<file path="src/rtl/ifetch_pkg.sv">
// Shared fetch-path definitions: RV32 opcodes, the canonical NOP word and the
// fetch FSM state type. The PC stage imports this package as well.
package ifetch_pkg;

  localparam logic [6:0]  OP_JAL    = 7'b1101111;
  localparam logic [6:0]  OP_JALR   = 7'b1100111;
  localparam logic [6:0]  OP_BRANCH = 7'b1100011;
  localparam logic [6:0]  OP_NOP    = 7'b0010011;

  localparam logic [31:0] NOP_INSTR = 32'h00000013;

  typedef enum logic [1:0] {
    IDLE,
    REQ,
    HOLD
  } fetch_state_e;

endpackage

</file>
<file path="src/rtl/ifetch_imm_gen.sv">
// Combinational opcode/immediate extraction for the control-flow instructions
// the PC stage needs an offset for (JAL, JALR, conditional branches).
module imm_gen
  import ifetch_pkg::*;
(
  input  logic [31:0]        instr,
  output logic [6:0]         OP,
  output logic signed [31:0] up_amt
);

  assign OP = instr[6:0];

  always_comb begin
    up_amt = '0;
    case (instr[6:0])
      OP_JAL:    up_amt = {{11{instr[31]}}, instr[31], instr[19:12], instr[20],
                           instr[30:21], 1'b0};
      OP_JALR:   up_amt = {{20{instr[31]}}, instr[31:20]};
      OP_BRANCH: up_amt = {{19{instr[31]}}, instr[31], instr[7], instr[30:25],
                           instr[11:8], 1'b0};
      default:   up_amt = '0;
    endcase
  end

endmodule

</file>
<file path="src/rtl/ifetch.sv">
// Instruction fetch stage: issues one memory request at a time, captures the
// returned word with its address, and hands opcode/offset back to the PC stage.
module ifetch
  import ifetch_pkg::*;
(
  input  logic               CLK,
  input  logic               RESET,
  input  logic [31:0]        IP,
  output logic               imem_req,
  output logic [31:0]        imem_addr,
  input  logic [31:0]        imem_rdata,
  input  logic               imem_rvalid,
  input  logic               stall_in,
  input  logic               flush,
  output logic [31:0]        instr,
  output logic               instr_valid,
  output logic [31:0]        pc_out,
  output logic [6:0]         OP,
  output logic signed [31:0] up_amt
);

  fetch_state_e       state_q, state_d;
  logic               discard_q, discard_d;
  logic               req_q, req_d;
  logic [31:0]        addr_q, addr_d;
  logic [31:0]        instr_q, instr_d;
  logic               valid_q, valid_d;
  logic [31:0]        pc_q, pc_d;
  logic [6:0]         op_q, op_d;
  logic signed [31:0] up_amt_q, up_amt_d;

  logic [6:0]         gen_op;
  logic signed [31:0] gen_imm;

  // Decode the next instruction so OP/up_amt register on the same edge as instr.
  imm_gen u_imm_gen (
    .instr  (instr_d),
    .OP     (gen_op),
    .up_amt (gen_imm)
  );

  always_comb begin
    state_d   = state_q;
    discard_d = discard_q;
    req_d     = req_q;
    addr_d    = addr_q;
    instr_d   = instr_q;
    valid_d   = valid_q;
    pc_d      = pc_q;

    if (flush) begin
      // A response arriving with the flush retires the old request, so only
      // an unanswered request leaves a stale response to throw away later.
      discard_d = (state_q == REQ) && !imem_rvalid;
      instr_d   = NOP_INSTR;
      valid_d   = 1'b0;
      state_d   = REQ;
      req_d     = 1'b1;
      addr_d    = IP;
    end else begin
      case (state_q)
        IDLE: begin
          state_d = REQ;
          req_d   = 1'b1;
          addr_d  = IP;
        end
        REQ: begin
          if (imem_rvalid) begin
            if (discard_q) begin
              discard_d = 1'b0;
              addr_d    = IP;
            end else begin
              instr_d = imem_rdata;
              pc_d    = addr_q;
              valid_d = 1'b1;
              if (stall_in) begin
                state_d = HOLD;
                req_d   = 1'b0;
              end else begin
                addr_d = IP;
              end
            end
          end
        end
        HOLD: begin
          if (!stall_in) begin
            state_d = REQ;
            req_d   = 1'b1;
            addr_d  = IP;
          end
        end
        default: begin
          state_d = IDLE;
          req_d   = 1'b0;
        end
      endcase
    end

    op_d     = valid_d ? gen_op  : OP_NOP;
    up_amt_d = valid_d ? gen_imm : '0;
  end

  always_ff @(posedge CLK or posedge RESET) begin
    if (RESET) begin
      state_q   <= IDLE;
      discard_q <= 1'b0;
      req_q     <= 1'b0;
      addr_q    <= '0;
      instr_q   <= NOP_INSTR;
      valid_q   <= 1'b0;
      pc_q      <= '0;
      op_q      <= OP_NOP;
      up_amt_q  <= '0;
    end else begin
      state_q   <= state_d;
      discard_q <= discard_d;
      req_q     <= req_d;
      addr_q    <= addr_d;
      instr_q   <= instr_d;
      valid_q   <= valid_d;
      pc_q      <= pc_d;
      op_q      <= op_d;
      up_amt_q  <= up_amt_d;
    end
  end

  assign imem_req    = req_q;
  assign imem_addr   = addr_q;
  assign instr       = instr_q;
  assign instr_valid = valid_q;
  assign pc_out      = pc_q;
  assign OP          = op_q;
  assign up_amt      = up_amt_q;

endmodule
</file>
<file path="config.mk">
export PLATFORM = sky130hd
export DESIGN_NAME = ifetch
export DESIGN_NICKNAME = d
export VERILOG_FILES = /design/src/rtl/ifetch_pkg.sv /design/src/rtl/ifetch_imm_gen.sv /design/src/rtl/ifetch.sv
export SDC_FILE = /design/constraint.sdc
export NUM_CORES = 1
export LEC_CHECK = 0
export BUFFER_PORTS_ARGS = -buffer_cell sky130_fd_sc_hd__buf_2
export CORE_MARGIN = 3
export CORE_UTILIZATION = 49
export CTS_BUF_LIST = sky130_fd_sc_hd__clkbuf_16
export DETAILED_ROUTE_END_ITERATION = 7
export GPL_TIMING_DRIVEN = 0
export MAX_ROUTING_LAYER = met4
export PLACE_DENSITY_LB_ADDON = 0.05
export SYNTH_ARGS = -nofsm -noshare
export SYNTH_HDL_FRONTEND = slang
export SYNTH_SLANG_ARGS = --single-unit
</file>
<file path="constraint.sdc">
create_clock -name CLK -period 5.75 [get_ports CLK]
set_input_delay 1.15 -clock CLK [delete_from_list [all_inputs] [get_ports CLK]]
set_output_delay 1.15 -clock CLK [all_outputs]
set_load 0.02 [all_outputs]
</file>
After elaboration in Yosys (flattened, before gate mapping)
Cells that the tools add are included.
Widths: inputs -> output; s select.

word-level totals
  memory bits (read-only) = 0
  word-level logic and storage cells = 61
  memories kept = 0
  bits in registers = 140
  bits in latches = 0
  bits in writable memories = 0

cells by class
  div/mod/pow operators = 0
  bitwise logic cells = 2
  add/sub/neg operators = 0
  equality and inequality tests = 9
  muxes and demuxes = 31
  shifts and indexed selects = 0
  reductions and logical operators = 10
  magnitude comparators = 0
  multipliers = 0

operator list
  operator            number
  $mux 32             9
  $pmux 32 s3         2
  $eq 7x7->1 const B  3
  $mux 1              12
  $ne 3x3->1 const B  4
  $mux 2              5
  $reduce_and 4->1    2
  $mux 7              1
  $pmux 2 s3          1
  $reduce_and 2->1    2
  $reduce_bool 2->1   2
  $reduce_bool 4->1   1
  $pmux 1 s3          1
  $eq 2x1->1 const B  1
  $eq 2x2->1 const B  1
  $logic_not 2->1     1
  $not 1->1           2
  $logic_and 1x1->1   1
  $logic_not 1->1     1

Logic depth before layout (Yosys ltp)
  depth after elaboration = 7
  mapped depth = 9
  mapped depth without buffers = 6

By module
Synthesis repeated with hierarchy kept, for this count alone.

second synthesis, totals
  cells, all modules = 466
  area total of the unflattened synthesis = 5,718.0 µm²

by module, submodules not included
  module   sequential area each (µm²)  times used  area each (µm²)  cells each
  ifetch   3,510.9                     1           5,205.0          400
  imm_gen  0.0                         1           513.0            66

Worst setup path after synthesis
OpenSTA, ideal clock, no wires.

  path type = in2reg
  start point = input flush
  end point = register pc_q[0], in the netlist pc_out[0]
  arrival = 2.047 ns
  path buffers = 2
  setup slack = 3.579 ns
  data required time = 5.625 ns
  stages = 4
  cells stage by stage = and4bb_1 -> buf_4 -> buf_2 -> mux2_2

on the way
  word-level cells in the longest chain between the ends = 2

RTL lines
  element                     RTL line       source
  start, declared             ifetch.sv:14   input logic flush,
  $not 1->1 (no line)         n/a
  $reduce_and 4->1 (no line)  n/a
  end signal, assigned        ifetch.sv:121  pc_q <= pc_d;
  end, declared               ifetch.sv:28   logic [31:0] pc_q, pc_d;

No other way between the ends.
A chain may end at the register's enable or synchronous reset.

==> results.sh <==
export IMPL_min_from="pc_out[5]"
export IMPL_root_buffer="clkbuf_16"
export IMPL_setup_viol=0
export IMPL_final_period_utilization=0.418
export IMPL_synth_fp_nets=495
export IMPL_holdCritPathClass="register to register"
export IMPL_p_int_w=0.00243
export IMPL_timing_rr_start="state_q[1]"
export IMPL_grt_pass1_vias=4053
export IMPL_cts_max_path_buffers=2
export IMPL_crit_fanout=12
export IMPL_synthToLayoutAreaGrowth_pct=34.5
export IMPL_max_stage_delay_ps=530
export IMPL_fin_worst_skew_ps=10.3
export IMPL_drc_errors=0
export IMPL_clkPwrFrac=0.283
export IMPL_final_util=0.686
export IMPL_track_usage=0.227
export IMPL_path_cells="buf_4, buf_2"
export IMPL_clk_latency_ps=410
export IMPL_vdd_ir_drop_max_v=0.000410
export IMPL_p_leak_nw=3.75
export IMPL_layout_min_cycle_time_ps=2400
export IMPL_synth_cells=422
export IMPL_vias=4181
export IMPL_rr_worst_depth=7
export IMPL_critPathLaunchType="register"
export IMPL_fin_nets=719
export IMPL_cts_buffers=17
export IMPL_r2r_slack_ps=3680
export IMPL_synth_cell_type_count=47
export IMPL_maxCapViolCount=0
export IMPL_ant_nets=0
export IMPL_io_pins=206
export IMPL_whs_path_depth=1
export IMPL_layoutNonFillerInstCount=795
export IMPL_yosys_warnings=0
export IMPL_grt_max_degree=102
export IMPL_final_layout_size_suffix_gt1_frac=0.492
export IMPL_report_power_total_w=0.00387
export IMPL_clkTransAtPathRegs_ps=60
export IMPL_dp_cells=763
export IMPL_cts_hold_buf=0
export IMPL_fmax_ghz=0.416
export IMPL_htree_levels=4
export IMPL_routed_wirelength_um=13400
export IMPL_seq_area_frac_synth=0.609
export IMPL_hold_violations=0
export IMPL_status="completed"
export IMPL_drv_slew=0
export IMPL_drt_pass1_iterations=5
export IMPL_relSlewSlack=0.598
export IMPL_start_util=0.510
export IMPL_seqPwrFrac=0.356
export IMPL_rsz0062_at_grt="false"
export IMPL_ys_seq_elements=129
export IMPL_core_area_um2=10400
export IMPL_dieArea_um2=12100
export IMPL_combPwrFrac=0.361
export IMPL_grt_pass1_wl_um=20400
export IMPL_p_per_area_nw_per_um2=541
export IMPL_diodes=0
export IMPL_layout_common_cells="buf_2, dfrtp_1, nand2_1"
export IMPL_synth_async_reset_ratio=1.00
export IMPL_place_gp_congestion=0.863
export IMPL_crit_slowest_cell="dfrtp_1"
export IMPL_worstSetupEndpointType="primary output"
export IMPL_worst_slew_pin_slew_ps=591
export IMPL_avgViaCountPerCell=5.26
export IMPL_die_w_um=110
export IMPL_whs_endpoint="pc_out[5]"
export IMPL_grt_overflow_total=0
export IMPL_synth_flop_cell="dfrtp_1"
export IMPL_syn_avg_cell_area_um2=12.6
export IMPL_postCtsSetupBuffers=0
export IMPL_swShare=0.373
export IMPL_core_rowCount=37
export IMPL_path_class="register to primary output"
export IMPL_tritoncts="yes"
export IMPL_switchingPower_w=0.00144
export IMPL_reg2reg_to="up_amt[19]"
export IMPL_mappedNetlistArea_um2=5310
export IMPL_critPathArrivalTime_ps=1250
export IMPL_synth_edff_count=0
export IMPL_post_cts_resize_count=0
export IMPL_antenna_found_initial=0
export IMPL_nFillCells=817
export IMPL_wl_per_cell_um=16.8
export IMPL_tns_ps=0
export IMPL_die_height_um=110
export IMPL_cts_sinks=129
export IMPL_drtIter0Drc=198
export IMPL_critPathRequiredTime_ps=4600
export IMPL_io_buffers=204
export IMPL_layout_commonest_cell="buf_2"
export IMPL_dpl_hpwl_um=9510
critical path, delay by kind of cell (launching register included):
| kind | cells | cell delay [ps] |
|---|---|---|
| DFF | 1 | 530 |
| buffers and inverters | 2 | 320 |
area by class of cell:
cell class / instances / area [um2] / share of cell area
Sequential cell: 129 / 3240 / 0.453
Multi-Input combinational cell: 249 / 1820 / 0.254
Timing Repair Buffer: 205 / 1050 / 0.147
Clock buffer: 17 / 425 / 0.0595
Buffer: 36 / 231 / 0.0324
Clock inverter: 15 / 183 / 0.0256
Tap cell: 136 / 170 / 0.0238
Inverter: 8 / 35.0 / 0.00490
worst max path at each step:
stage / cells after the start / start / end / slack, ps
finish: 2 / up_amt[30] / up_amt[27] / 3350
global route: 2 / up_amt[30] / up_amt[24] / 3270
CTS: 2 / up_amt[30] / up_amt[24] / 3320
detailed placement: 5 / flush / instr[12] / 3240
global placement: 2 / RESET / up_amt[9] / -170
floorplan: 1 / RESET / OP[2] / 1170
metal layers:
metal	part of all wire	vias up	GRT usage	routed length [um]
met2	0.47	172	0.340	6240
met3	0.080	14	0.0635	1070
met1	0.44	2055	0.307	5940
met4	0.011	0	0.0660	142
met5	0	-	-	0
li1	-	1940	-	-
cells in the mapped netlist (all sizes together), types with 2 or more instances:
library cell,instances,area share
a211oi,11,0.018
a21o,4,0.0057
a21oi,28,0.026
a22o,32,0.053
a22oi,5,0.0071
and2,7,0.0082
buf,35,0.043
dfrtp,123,0.58
dfstp,6,0.030
ha,4,0.0094
inv,8,0.0057
mux2,33,0.070
mux2i,13,0.025
nand2,46,0.033
nand3,10,0.0094
nand3b,2,0.0052
nand4,2,0.0024
nor2,16,0.011
nor2b,5,0.0059
nor3,3,0.0028
nor3b,3,0.0042
nor4,2,0.0047
nor4b,4,0.0078
o21a,2,0.0042
o21ai,4,0.0045
or2,2,0.0024
power groups by stage:
stage          logic [W]  clock network (W)  registers (W)
6_report         0.00140            0.00109        0.00138
3_5_place_dp     0.00140                  0        0.00138
3_3_place_gp     0.00137                  0        0.00137
4_1_cts          0.00141            0.00112        0.00138
2_1_floorplan   0.000606                  0        0.00169
5_1_grt          0.00151            0.00116        0.00141
cell families after synthesis:
kind of cell,count (synthesis),synth area share
DFF,129,0.609
and+or+nand+nor,106,0.105
AOI/OAI and AO/OA,93,0.133
muxes,46,0.0951
adders and majority gates,4,0.00942
buffers and inverters,44,0.0492
per-stage QoR:
| stage | setup WS (ps) | instance area [um2] | hold WS (ps) |
|---|---|---|---|
| after floorplan | 1170 | 5310 | 538 |
| after global placement | -170 | 6500 | 486 |
| after detailed placement | 3240 | 6540 | 489 |
| after CTS | 3320 | 7140 | 505 |
| after global routing | 3270 | 7140 | 523 |
| final | 3350 | 7140 | 502 |
state kept, by name (all words and copies together) (netlist names):
name         count
OP               7
discard_q        1
imem_addr       32
imem_req         1
instr           32
instr_valid      1
pc_out          32
state_q          2
up_amt          21
(Power assumes the default switching activity.)
